==> config.mk <==
export PLATFORM = sky130hd
export DESIGN_NAME = mem_arbiter
export DESIGN_NICKNAME = d
export VERILOG_FILES = /design/src/rtl/mem_arbiter.sv
export SDC_FILE = /design/constraint.sdc
export NUM_CORES = 1
export LEC_CHECK = 0
export ABC_AREA = 1
export CORE_ASPECT_RATIO = 1.75
export CORE_MARGIN = 2
export CORE_UTILIZATION = 44
export CTS_BUF_LIST = sky130_fd_sc_hd__clkbuf_8 sky130_fd_sc_hd__clkbuf_16
export DETAILED_ROUTE_END_ITERATION = 10
export PLACE_DENSITY = 0.84
export SLEW_MARGIN = 20
export SYNTH_ARGS = -nofsm -noshare
export SYNTH_HDL_FRONTEND = slang
export SYNTH_SLANG_ARGS = --single-unit
==> constraint.sdc <==
create_clock -name clk -period 4.1 [get_ports clk]
set_clock_uncertainty 0.1 [all_clocks]
set_input_delay 0.41 -clock clk [delete_from_list [all_inputs] [get_ports clk]]
set_output_delay 0.41 -clock clk [all_outputs]
set_load 0.01 [all_outputs]
==> src/rtl/mem_arbiter.sv <==
// Arbitrates an instruction-fetch port and a data port onto one registered memory port.
// Data wins by default; a waiting fetch is forced through after MAX_DSTREAK data grants.
module mem_arbiter #(
    parameter int unsigned MAX_DSTREAK = 4
) (
    input  logic        clk,
    input  logic        rst_n,
    input  logic        if_req,
    input  logic [31:0] if_addr,
    output logic [31:0] if_rdata,
    output logic        if_ack,
    input  logic        d_req,
    input  logic        d_we,
    input  logic [3:0]  d_be,
    input  logic [31:0] d_addr,
    input  logic [31:0] d_wdata,
    output logic [31:0] d_rdata,
    output logic        d_ack,
    output logic        m_req,
    output logic        m_we,
    output logic [3:0]  m_be,
    output logic [31:0] m_addr,
    output logic [31:0] m_wdata,
    input  logic [31:0] m_rdata,
    input  logic        m_ack
);

    localparam int unsigned SW = (MAX_DSTREAK > 0) ? $clog2(MAX_DSTREAK + 1) : 1;
    localparam logic [SW-1:0] StreakMax = SW'(MAX_DSTREAK);

    typedef enum logic [1:0] {StIdle, StBusyI, StBusyD, StResp} state_e;

    state_e        state_q, state_d;
    logic [SW-1:0] dstreak_q, dstreak_d;
    logic          m_req_q, m_req_d;
    logic          m_we_q, m_we_d;
    logic [3:0]    m_be_q, m_be_d;
    logic [31:0]   m_addr_q, m_addr_d;
    logic [31:0]   m_wdata_q, m_wdata_d;
    logic          if_ack_q, if_ack_d;
    logic          d_ack_q, d_ack_d;
    logic [31:0]   if_rdata_q, if_rdata_d;
    logic [31:0]   d_rdata_q, d_rdata_d;
    logic          grant_fetch, grant_data;

    // Grants are only ever issued from idle; the streak limit overrides data priority.
    always_comb begin
        grant_fetch = 1'b0;
        grant_data  = 1'b0;
        if (state_q == StIdle) begin
            if (if_req && (!d_req || dstreak_q == StreakMax)) begin
                grant_fetch = 1'b1;
            end else if (d_req) begin
                grant_data = 1'b1;
            end
        end
    end

    always_comb begin
        state_d    = state_q;
        m_req_d    = m_req_q;
        m_we_d     = m_we_q;
        m_be_d     = m_be_q;
        m_addr_d   = m_addr_q;
        m_wdata_d  = m_wdata_q;
        if_rdata_d = if_rdata_q;
        d_rdata_d  = d_rdata_q;
        if_ack_d   = 1'b0;
        d_ack_d    = 1'b0;

        unique case (state_q)
            StIdle: begin
                if (grant_fetch) begin
                    state_d   = StBusyI;
                    m_req_d   = 1'b1;
                    m_we_d    = 1'b0;
                    m_be_d    = 4'hF;
                    m_addr_d  = if_addr;
                    m_wdata_d = 32'h0;
                end else if (grant_data) begin
                    state_d   = StBusyD;
                    m_req_d   = 1'b1;
                    m_we_d    = d_we;
                    m_be_d    = d_be;
                    m_addr_d  = d_addr;
                    m_wdata_d = d_wdata;
                end
            end
            StBusyI: begin
                if (m_ack) begin
                    state_d    = StResp;
                    m_req_d    = 1'b0;
                    if_rdata_d = m_rdata;
                    if_ack_d   = 1'b1;
                end
            end
            StBusyD: begin
                if (m_ack) begin
                    state_d = StResp;
                    m_req_d = 1'b0;
                    d_ack_d = 1'b1;
                    if (!m_we_q) begin
                        d_rdata_d = m_rdata;
                    end
                end
            end
            StResp: begin
                state_d = StIdle;
            end
            default: begin
                state_d = StIdle;
            end
        endcase
    end

    // Streak only counts data wins against a fetch that is actually waiting.
    always_comb begin
        dstreak_d = dstreak_q;
        if (!if_req || grant_fetch) begin
            dstreak_d = '0;
        end else if (grant_data && dstreak_q != StreakMax) begin
            dstreak_d = dstreak_q + SW'(1);
        end
    end

    always_ff @(posedge clk) begin
        if (!rst_n) begin
            state_q    <= StIdle;
            dstreak_q  <= '0;
            m_req_q    <= 1'b0;
            m_we_q     <= 1'b0;
            m_be_q     <= 4'h0;
            m_addr_q   <= 32'h0;
            m_wdata_q  <= 32'h0;
            if_ack_q   <= 1'b0;
            d_ack_q    <= 1'b0;
            if_rdata_q <= 32'h0;
            d_rdata_q  <= 32'h0;
        end else begin
            state_q    <= state_d;
            dstreak_q  <= dstreak_d;
            m_req_q    <= m_req_d;
            m_we_q     <= m_we_d;
            m_be_q     <= m_be_d;
            m_addr_q   <= m_addr_d;
            m_wdata_q  <= m_wdata_d;
            if_ack_q   <= if_ack_d;
            d_ack_q    <= d_ack_d;
            if_rdata_q <= if_rdata_d;
            d_rdata_q  <= d_rdata_d;
        end
    end

    assign m_req    = m_req_q;
    assign m_we     = m_we_q;
    assign m_be     = m_be_q;
    assign m_addr   = m_addr_q;
    assign m_wdata  = m_wdata_q;
    assign if_ack   = if_ack_q;
    assign d_ack    = d_ack_q;
    assign if_rdata = if_rdata_q;
    assign d_rdata  = d_rdata_q;

endmodule

==> flow_metrics.py <==
metrics = {
    "global_route": {
        "use_met1_pct": 28.8,
        "use_met2_pct": 45.7,
        "grt_start_max_net_pins": 72,
        "grt.busiest_layer": "met2",
        "grt_pass1_vias": 5529,
        "antenna_found_initial": 0,
        "overflow": 0,
        "grt_pass1_wl_um": 28000,
        "use_met3_pct": 6.44,
        "grt_use_total_pct": 26.1,
    },
    "layout": {
        "nets": 1150,
        "ff_latch_area_mm2": 0.00282,
        "n_antenna_cell": 0,
        "areaGrowthSynthToFinish_pct": 59.2,
        "multiInputGateArea_mm2": 0.00238,
        "fillers": 982,
        "instances_no_fill": 1187,
        "drive_above_1_share_pct": 4.71,
    },
    "synthesis": {
        "synth_seq_cells": 141,
        "postSynthCellCount": 758,
        "synth_area_per_cell_um2": 7.43,
        "ys_seq_area_share_pct": 50.1,
        "synth_warnings": 0,
        "synth.distinct_cells": 20,
        "synth_area_mm2": 0.00563,
        "syn-num-nets": 902,
    },
    "setup_path": {
        "crit_family": "buffers and inverters",
        "cp_cell_sequence": "inv_1 > ha_1 > o21ai_2 > buf_4 > inv_2 > nand3_1 > nand2_1 > inv_1",
        "r2r_end": "m_addr[26]",
        "rrSetupSlack_ps": 1520,
        "critPathArrivalTime_ps": 2780,
        "cp_slowest_cell": "inv_2",
        "reg2reg_from": "state_q[0]",
        "end_kind": "register",
        "crit_path_frequent_cell": "inv_1",
        "reg2reg_depth": 8,
        "cp.required_ps": 4300,
        "path_buf_inv": 4,
        "max_stage_delay_ps": 790,
        "critical_path_class": "reg -> reg",
        "cp_max_fo": 64,
        "start_kind": "register",
    },
    "floorplan": {
        "die_height_um": 154,
        "rows": 54,
        "initial_utilization_pct": 45.1,
        "dieArea_mm2": 0.0138,
        "io_pins": 274,
        "die_x_um": 89.5,
        "coreArea_mm2": 0.0125,
    },
    "sta": {
        "whs_ps": 343,
        "slew_headroom_pct": 28.5,
        "finalMaxSlewViolations": 0,
        "setup_violations": 0,
        "finalSetupTns_ps": 0,
        "min_period_over_period_pct": 62.9,
        "worst_pin_slew_ps": 1070,
        "hold_violations": 0,
        "fmax_mhz": 388,
        "period_minus_slack_ps": 2580,
        "rsz0062_at_grt": "no",
    },
    "cts": {
        "cts-resized-gates": 0,
        "htreeDepth": 4,
        "ctsRootBufferMaster": "clkbuf_16",
        "cts_setup_buffers": 0,
        "cts_buffer_depth": 2,
        "cts_tree": "built",
        "clock_latency_ps": 410,
        "clkTransAtPathRegs_ps": 60,
        "cts_made_buffers": 17,
        "cts_hold_buf": 0,
        "clock-sinks": 141,
    },
    "placement": {
        "dp_cells": 1155,
        "globalplace.congestion": 0.873,
        "numPortBuffers": 273,
        "dp.final_hpwl_um": 12600,
    },
    "detailed_routing": {
        "route.detailed.drc": 0,
        "ant_nets": 0,
        "drtPass1Iterations": 5,
        "viasPerCell": 4.93,
        "drtIter0Drc": 230,
        "wl_um": 18000,
        "vias": 5853,
        "wl_per_cell_um": 15.2,
    },
    "run_status": {
        "status": "complete, no violations",
    },
    "min_path": {
        "holdCritPathClass": "reg -> reg",
        "hold_start": "m_req",
        "hold_depth": 2,
        "holdPathEnd": "m_req",
    },
    "power": {
        "leakagePower_nw": 3.72,
        "power_density_mw_per_mm2": 596,
        "ir_drop_v": 0.000333,
        "p_total_mw": 5.34,
    },
    "run": {
        "cap_violations": 0,
    },
}
metrics by stage:
step | cell area [µm²] | utilization [%] | worst slack [ps]
2_1_floorplan | 5630 | - | 2510
3_3_place_gp | 8420 | 67.3 | 1220
3_5_place_dp | 8420 | 67.3 | 1140
4_1_cts | 8970 | 71.7 | 1550
5_1_grt | 8970 | 71.7 | 1300
6_report | 8970 | 71.7 | 1520
metal layers:
metal | part of all wire [%] | wire length, µm | vias to the layer above
li1 | - | - | 2947
met1 | 37 | 6660 | 2657
met2 | 53 | 9530 | 204
met3 | 6.2 | 1110 | 45
met4 | 3.9 | 709 | 0
met5 | 0 | 0 | -
cells in the mapped netlist:
cell	n	area, µm²
inv_2	1	3.75
nand2_2	1	6.26
inv_1	52	195
clkbuf_1	35	131
nor2_1	133	499
o21a_1	32	240
o21ai_2	1	8.76
a21oi_1	41	205
or2_2	1	6.26
dfxtp_1	141	2820
a21oi_2	1	8.76
nand4_1	33	206
xor2_1	2	17.5
o21ai_0	65	325
ha_1	6	75.1
nand3_1	43	215
nand2_1	151	567
buf_2	12	60.1
buf_1	4	15.0
buf_4	3	22.5
worst max-delay path by stage:
stage	start	endpoint	slack [ps]	cells past startpoint
after global placement	if_req	m_addr[23]	1220	7
after CTS	state_q[0]	m_addr[29]	1550	8
final	state_q[0]	m_addr[26]	1520	8
after floorplan	state_q[0]	m_addr[22]	2510	9
after global routing	state_q[0]	m_addr[26]	1300	8
after detailed placement	if_req	m_addr[8]	1140	7
cell usage in the layout (no fill, tap or decap), drive strengths merged:
cell type,synthesis,final
clkdlybuf4s50,0,272
nand2,152,152
dfxtp,141,141
nor2,133,133
o21ai,66,66
inv,53,59
nand3,43,43
a21oi,42,42
nand4,33,33
o21a,32,32
clkbuf,35,18
buf,19,11
clkinvlp,0,7
ha,6,6
xor2,2,2
clkinv,0,1
or2,1,1
kinds of logic after synthesis:
| group | share of synthesized area (%) |
|---|---|
| fa+ha+maj | 1.33 |
| xor+xnor | 0.311 |
| compound gates | 14.0 |
| simple gates | 26.6 |
| buf+inv | 7.60 |
| flops | 50.1 |
report_power, final:
part / switching, mW / total (mW) / leakage (nW) / internal (mW)
clock: 0.624 / 1.42 / 0.250 / 0.798
sequential: 0.161 / 1.86 / 1.15 / 1.69
combinational: 1.09 / 2.07 / 2.31 / 0.980
final cells by class:
type | instances | area share, %
Clock buffer | 18 | 4.90
Clock inverter | 14 | 1.21
Inverter | 53 | 2.22
Multi-Input combinational cell | 510 | 26.6
Sequential cell | 141 | 31.5
Tap cell | 168 | 2.34
Timing Repair Buffer | 283 | 31.3
worst register-to-register path: stages (launching register included):
cell and delay (ps):
dfxtp_1 310, inv_1 120, ha_1 460, o21ai_2 90, buf_4 260, inv_2 790, nand3_1 180, nand2_1 100
inv_1 40
flip-flops by register name, summed over array words and instances, names as in the netlist:
| register | flops |
|---|---|
| m_req | 1 |
| m_be | 4 |
| m_addr | 32 |
| m_we | 1 |
| d_ack | 1 |
| if_ack | 1 |
| dstreak_q | 3 |
| m_wdata | 32 |
| if_rdata | 32 |
| d_rdata | 32 |
| state_q | 2 |
Note: power is estimated with default switching activity, not from simulation.
==> RTL edit 1: new RTL, same flow settings <==
The parameter `MAX_DSTREAK` goes from 4 to 2.
--- a/src/rtl/mem_arbiter.sv
+++ b/src/rtl/mem_arbiter.sv
@@ -2,5 +2,5 @@
 // Data wins by default; a waiting fetch is forced through after MAX_DSTREAK data grants.
 module mem_arbiter #(
-    parameter int unsigned MAX_DSTREAK = 4
+    parameter int unsigned MAX_DSTREAK = 2
 ) (
     input  logic        clk,
Function: changed (a bounded check fails within 10 cycles, from zero or initial values and one cycle with rst_n low).
==> RTL edit 1 against the unedited design <==
Hold slack better by 0.025 ns; area after synthesis increased by 2.3%; wire length is 2.5% higher; worst setup slack gained 0.21 ns; combinational power down 5%; maximum frequency is 8.9% higher; total power fell by 0.52%; global-route usage down 0.30 points; via count up 3.2%; final area rose by 1.6%; sequential cell count fell by 1.
==> RTL edit 1: results (changes against the unedited design) <==
The critical path's largest stage delay is 0.55 ns (was 0.79 ns), and the register area share after synthesis is 48.7% (was 50.1%). The minimum setup slack among reg-to-reg paths was 1.73 ns (was 1.52 ns); the routability congestion estimate from global placement was 0.869 (was 0.873). The logs give 28.7% (was 28.5%) for the worst slew margin relative to its limit and 5,800 (was 5,529) for the via count of the first global-routing pass. The cell leakage power is 3.92 nW (was 3.72 nW).

The logs give 958 (was 902) for the net count after synthesis and 25.8% (was 26.1%) for the total routing usage reported by global routing. Largest net degree at the start of global routing: 101 (was 72). The number of port buffers came out at 273 (unchanged). The maximum resistive drop on vdd was 0.421 mV (was 0.333 mV); the largest fanout on the critical path was 52 (was 64). The initial antenna violation count was 1 (was 0). Largest cells by area after synthesis: sky130_fd_sc_hd__dfxtp_1 (49%), sky130_fd_sc_hd__nor2_1 (15%), sky130_fd_sc_hd__nand2_1 (11%), sky130_fd_sc_hd__o21ai_0 (5.6%), sky130_fd_sc_hd__nand3b_1 (4.2%) (was sky130_fd_sc_hd__dfxtp_1 (50%), sky130_fd_sc_hd__nand2_1 (10%), sky130_fd_sc_hd__nor2_1 (8.9%), sky130_fd_sc_hd__o21ai_0 (5.8%), sky130_fd_sc_hd__o21a_1 (4.3%)).

The flow ran to the end, and the final reports show no timing, DRC or antenna violations. The via-per-instance ratio is 4.85 (was 4.93). The number of nets at the end of the flow is 1,204 (was 1,150), and the deepest level of the CTS H-tree is 4 (unchanged). The global-route wire length before repair came out at 29,100 um (was 28,000 um). The logs give 0.369 ns (was 0.343 ns) for the final hold slack and 12,800 um (was 12,600 um) for the sum of net half-perimeters after detailed placement.

The distinct cell type count of the synthesized netlist is 19 (was 20). Library cell contributing the largest single delay on the critical path: sky130_fd_sc_hd__buf_4 (was sky130_fd_sc_hd__inv_2). The tools report the wire length reported by the detailed router as 18,400 um (was 18,000 um). Number of buffers inserted during clock tree synthesis: 17 (unchanged). The first-iteration detailed-routing DRC count is 377 (was 230). The fraction of final layout cells with drive strength greater than 1 came out at 4.19% (was 4.71%).

The most used flip-flop cell after synthesis is sky130_fd_sc_hd__dfxtp_1 (unchanged). The kind of cell with the highest combined delay on the critical path was buffers and inverters (unchanged). For the post-cts gate resize count, the log shows 0 (unchanged). Most used standard cells in the synthesized netlist: sky130_fd_sc_hd__nor2_1 (236), sky130_fd_sc_hd__nand2_1 (163), sky130_fd_sc_hd__dfxtp_1 (140), sky130_fd_sc_hd__o21ai_0 (65), sky130_fd_sc_hd__inv_1 (45) (was sky130_fd_sc_hd__nand2_1 (151), sky130_fd_sc_hd__dfxtp_1 (141), sky130_fd_sc_hd__nor2_1 (133), sky130_fd_sc_hd__o21ai_0 (65), sky130_fd_sc_hd__inv_1 (52)).

The run gives 2.58 ns (was 2.78 ns) as the critical path arrival.
[RTL edit 1: kinds of logic (layout without fill, tap and decap cells)]
logic type / count (synthesis) / count (layout) / synth area share [%]
AND/OR/NAND/NOR: 467 / 467 / 33.4
flip-flops: 140 / 140 / 48.7
AO/OA/AOI/OAI: 103 / 103 / 8.95
buffers and inverters: 99 / 358 / 7.78
adder cells (fa/ha/maj): 5 / 5 / 1.09
XOR/XNOR: 1 / 1 / 0.152
other: 0 / 1 / 0
[RTL edit 1: path summary, 6_finish.rpt]
path	from	to	depth (start not counted)
worst max-delay path	state_q[0]	m_wdata[14]	8
worst min register to register	m_wdata[19]	m_wdata[19]	2
worst max register to register	state_q[0]	m_wdata[14]	8
worst min-delay path	m_wdata[19]	m_wdata[19]	2
[RTL edit 1: worst min-delay path: stages (launching register included)]
cell	delay (ns)
sky130_fd_sc_hd__dfxtp_1	0.31
sky130_fd_sc_hd__nand2_1	0.06
sky130_fd_sc_hd__a21oi_1	0.05
[RTL edit 1: area by class of cell]
class	instances	area [um2]
Clock buffer	17	425
Fill cell	1061	3760
Multi-Input combinational cell	576	2520
Sequential cell	140	2800
Tap cell	171	214
Inverter	46	173
Antenna cell	1	2.50
Clock inverter	15	183
Timing Repair Buffer	280	2790
[RTL edit 1: through the flow]
stage	utilization (%)	cells	area [um2]	worst slack [ns]
after global placement	66.1	1213	8500	1.68
final	70.8	1246	9110	1.73
after detailed placement	66.1	1213	8500	1.58
after floorplan	-	815	5760	2.52
after global routing	70.8	1246	9110	1.54
after CTS	70.8	1245	9110	1.76
[RTL edit 1: power by group]
group          internal, W  switching [W]
Combinational     0.000924        0.00104
Sequential         0.00165       0.000136
Clock             0.000882       0.000683
[RTL edit 1: per-layer routing]
| layer | share of wire (%) | routed length [um] | GRT usage, % | vias up |
|---|---|---|---|---|
| li1 | - | - | - | 3043 |
| met1 | 37 | 6840 | 27.9 | 2736 |
| met2 | 52 | 9620 | 45.5 | 212 |
| met3 | 5.9 | 1090 | 7.36 | 52 |
| met4 | 4.8 | 892 | 13.4 | 0 |
| met5 | 0 | 0 | 0 | - |
==> RTL edit 2: new RTL, config.mk and constraints unchanged <==
Without the edit above. Encoding of `state_e`: now Gray code (2 bits for 4 states).
--- a/src/rtl/mem_arbiter.sv
+++ b/src/rtl/mem_arbiter.sv
@@ -29,5 +29,5 @@
     localparam logic [SW-1:0] StreakMax = SW'(MAX_DSTREAK);
 
-    typedef enum logic [1:0] {StIdle, StBusyI, StBusyD, StResp} state_e;
+    typedef enum logic [1:0] {StIdle = 2'b00, StBusyI = 2'b01, StBusyD = 2'b11, StResp = 2'b10} state_e;
 
     state_e        state_q, state_d;
Check against the original RTL: no difference found for any inputs over 4 cycles, from zero or initial values and one cycle with rst_n low; so few cycles prove little.
==> RTL edit 2 against the unedited design <==
Sequential cell count is the same; sequential share of layout area is 0.15 points higher; final area down 0.47%; wire length up 2.2%; worst setup slack better by 0.13 ns; area after synthesis decreased by 2.5%; maximum frequency increased by 5.3%; hold slack improved by 0.0019 ns.
Power is not compared: it rests on default switching activity, and its combinational part moved more than twofold at a synthesized area within 25%.
==> RTL edit 2: results (changes against the unedited design) <==
The run finished with clean final reports. The largest fanout on the critical path came out at 35 (was 64). Count of sequential standard cells: 141 (unchanged).

The average wire per standard cell came out at 15.7 um (was 15.2 um). For the count of placed standard cells including taps, the log shows 1,139 (was 1,155). The setup slack at placement was 1.44 ns (was 1.14 ns). The logs give 307 (was 230) for the first-iteration detailed-routing DRC count and 75 (was 72) for the largest net degree at the start of global routing.

The depth of the most critical reg-to-reg path works out to 10 (was 8). The count of fill cells added during filler insertion is 953 (was 982), and the critical path's largest stage delay is 0.53 ns (was 0.79 ns). The count of buffers not belonging to the clock network in the layout came out at 281 (was 283). The fraction of final layout cells with drive strength greater than 1 is 5.58% (was 4.71%), and the final core utilization is 72.6% (was 71.7%). The run gives 25 (was 20) as the distinct cell type count of the synthesized netlist. The kind of cell with the highest combined delay on the critical path was simple AND/OR/NAND/NOR gates (was buffers and inverters).

The data-path buffer share of cell area in the final layout is 31.2% (was 31.3%), and the slew at the pin closest to its max-slew limit is 0.900 ns (was 1.07 ns). The tools report the sum of net half-perimeters after detailed placement as 12,700 um (was 12,600 um). The total routing usage reported by global routing is 26.4% (was 26.1%). The wire length reported by the detailed router was 18,400 um (was 18,000 um); the total iterations of the first detailed-routing run was 4 (was 5). The final period demand of the worst path works out to 2.45 ns (was 2.58 ns). Adder-cell share of the synthesized area: 0.456% (was 1.33%). Largest cells by area after synthesis: sky130_fd_sc_hd__dfxtp_1 (51%), sky130_fd_sc_hd__nand2_1 (10%), sky130_fd_sc_hd__nor2_1 (9.1%), sky130_fd_sc_hd__nand3_1 (6.1%), sky130_fd_sc_hd__o21ai_0 (5.4%) (was sky130_fd_sc_hd__dfxtp_1 (50%), sky130_fd_sc_hd__nand2_1 (10%), sky130_fd_sc_hd__nor2_1 (8.9%), sky130_fd_sc_hd__o21ai_0 (5.8%), sky130_fd_sc_hd__o21a_1 (4.3%)). Start point of the critical path: dstreak_q[0] (was state_q[0]). The number of nets at the end of the flow was 1,130 (was 1,150); the area of placed instances was 0.00828 mm2 (was 0.00842 mm2).

The critical path arrival came out at 2.69 ns (was 2.78 ns). The clock-cell share of area was 7.18% (was 6.11%); the register area share after synthesis was 51.4% (was 50.1%). The via-per-instance ratio was 5.05 (was 4.93). Via count of the first global-routing pass: 5,552 (was 5,529).
-- RTL edit 2: cell types whose count changed after synthesis, sizes merged, moves of 2 or more --
cell    change
o21a       -32
nand3      +25
clkbuf     -11
buf         +9
inv         -7
a21oi       -4
a31oi       +4
ha          -4
nor2        +2
nor3        +2
xor2        -2
-- RTL edit 2: metrics by stage --
stage,hold WS [ns],total power [W]
2_1_floorplan,0.358,0.00183
3_3_place_gp,0.336,0.00221
3_5_place_dp,0.344,0.00222
4_1_cts,0.352,0.00388
5_1_grt,0.382,0.00400
6_report,0.345,0.00386
-- RTL edit 2: layer usage --
layer | track usage, % | part of all wire [%] | vias up
met2 | 46.9 | 53 | 250
met1 | 28.9 | 36 | 2718
li1 | - | - | 2897
met5 | 0 | 0 | -
met3 | 7.48 | 7.9 | 47
met4 | 10.8 | 3.3 | 0
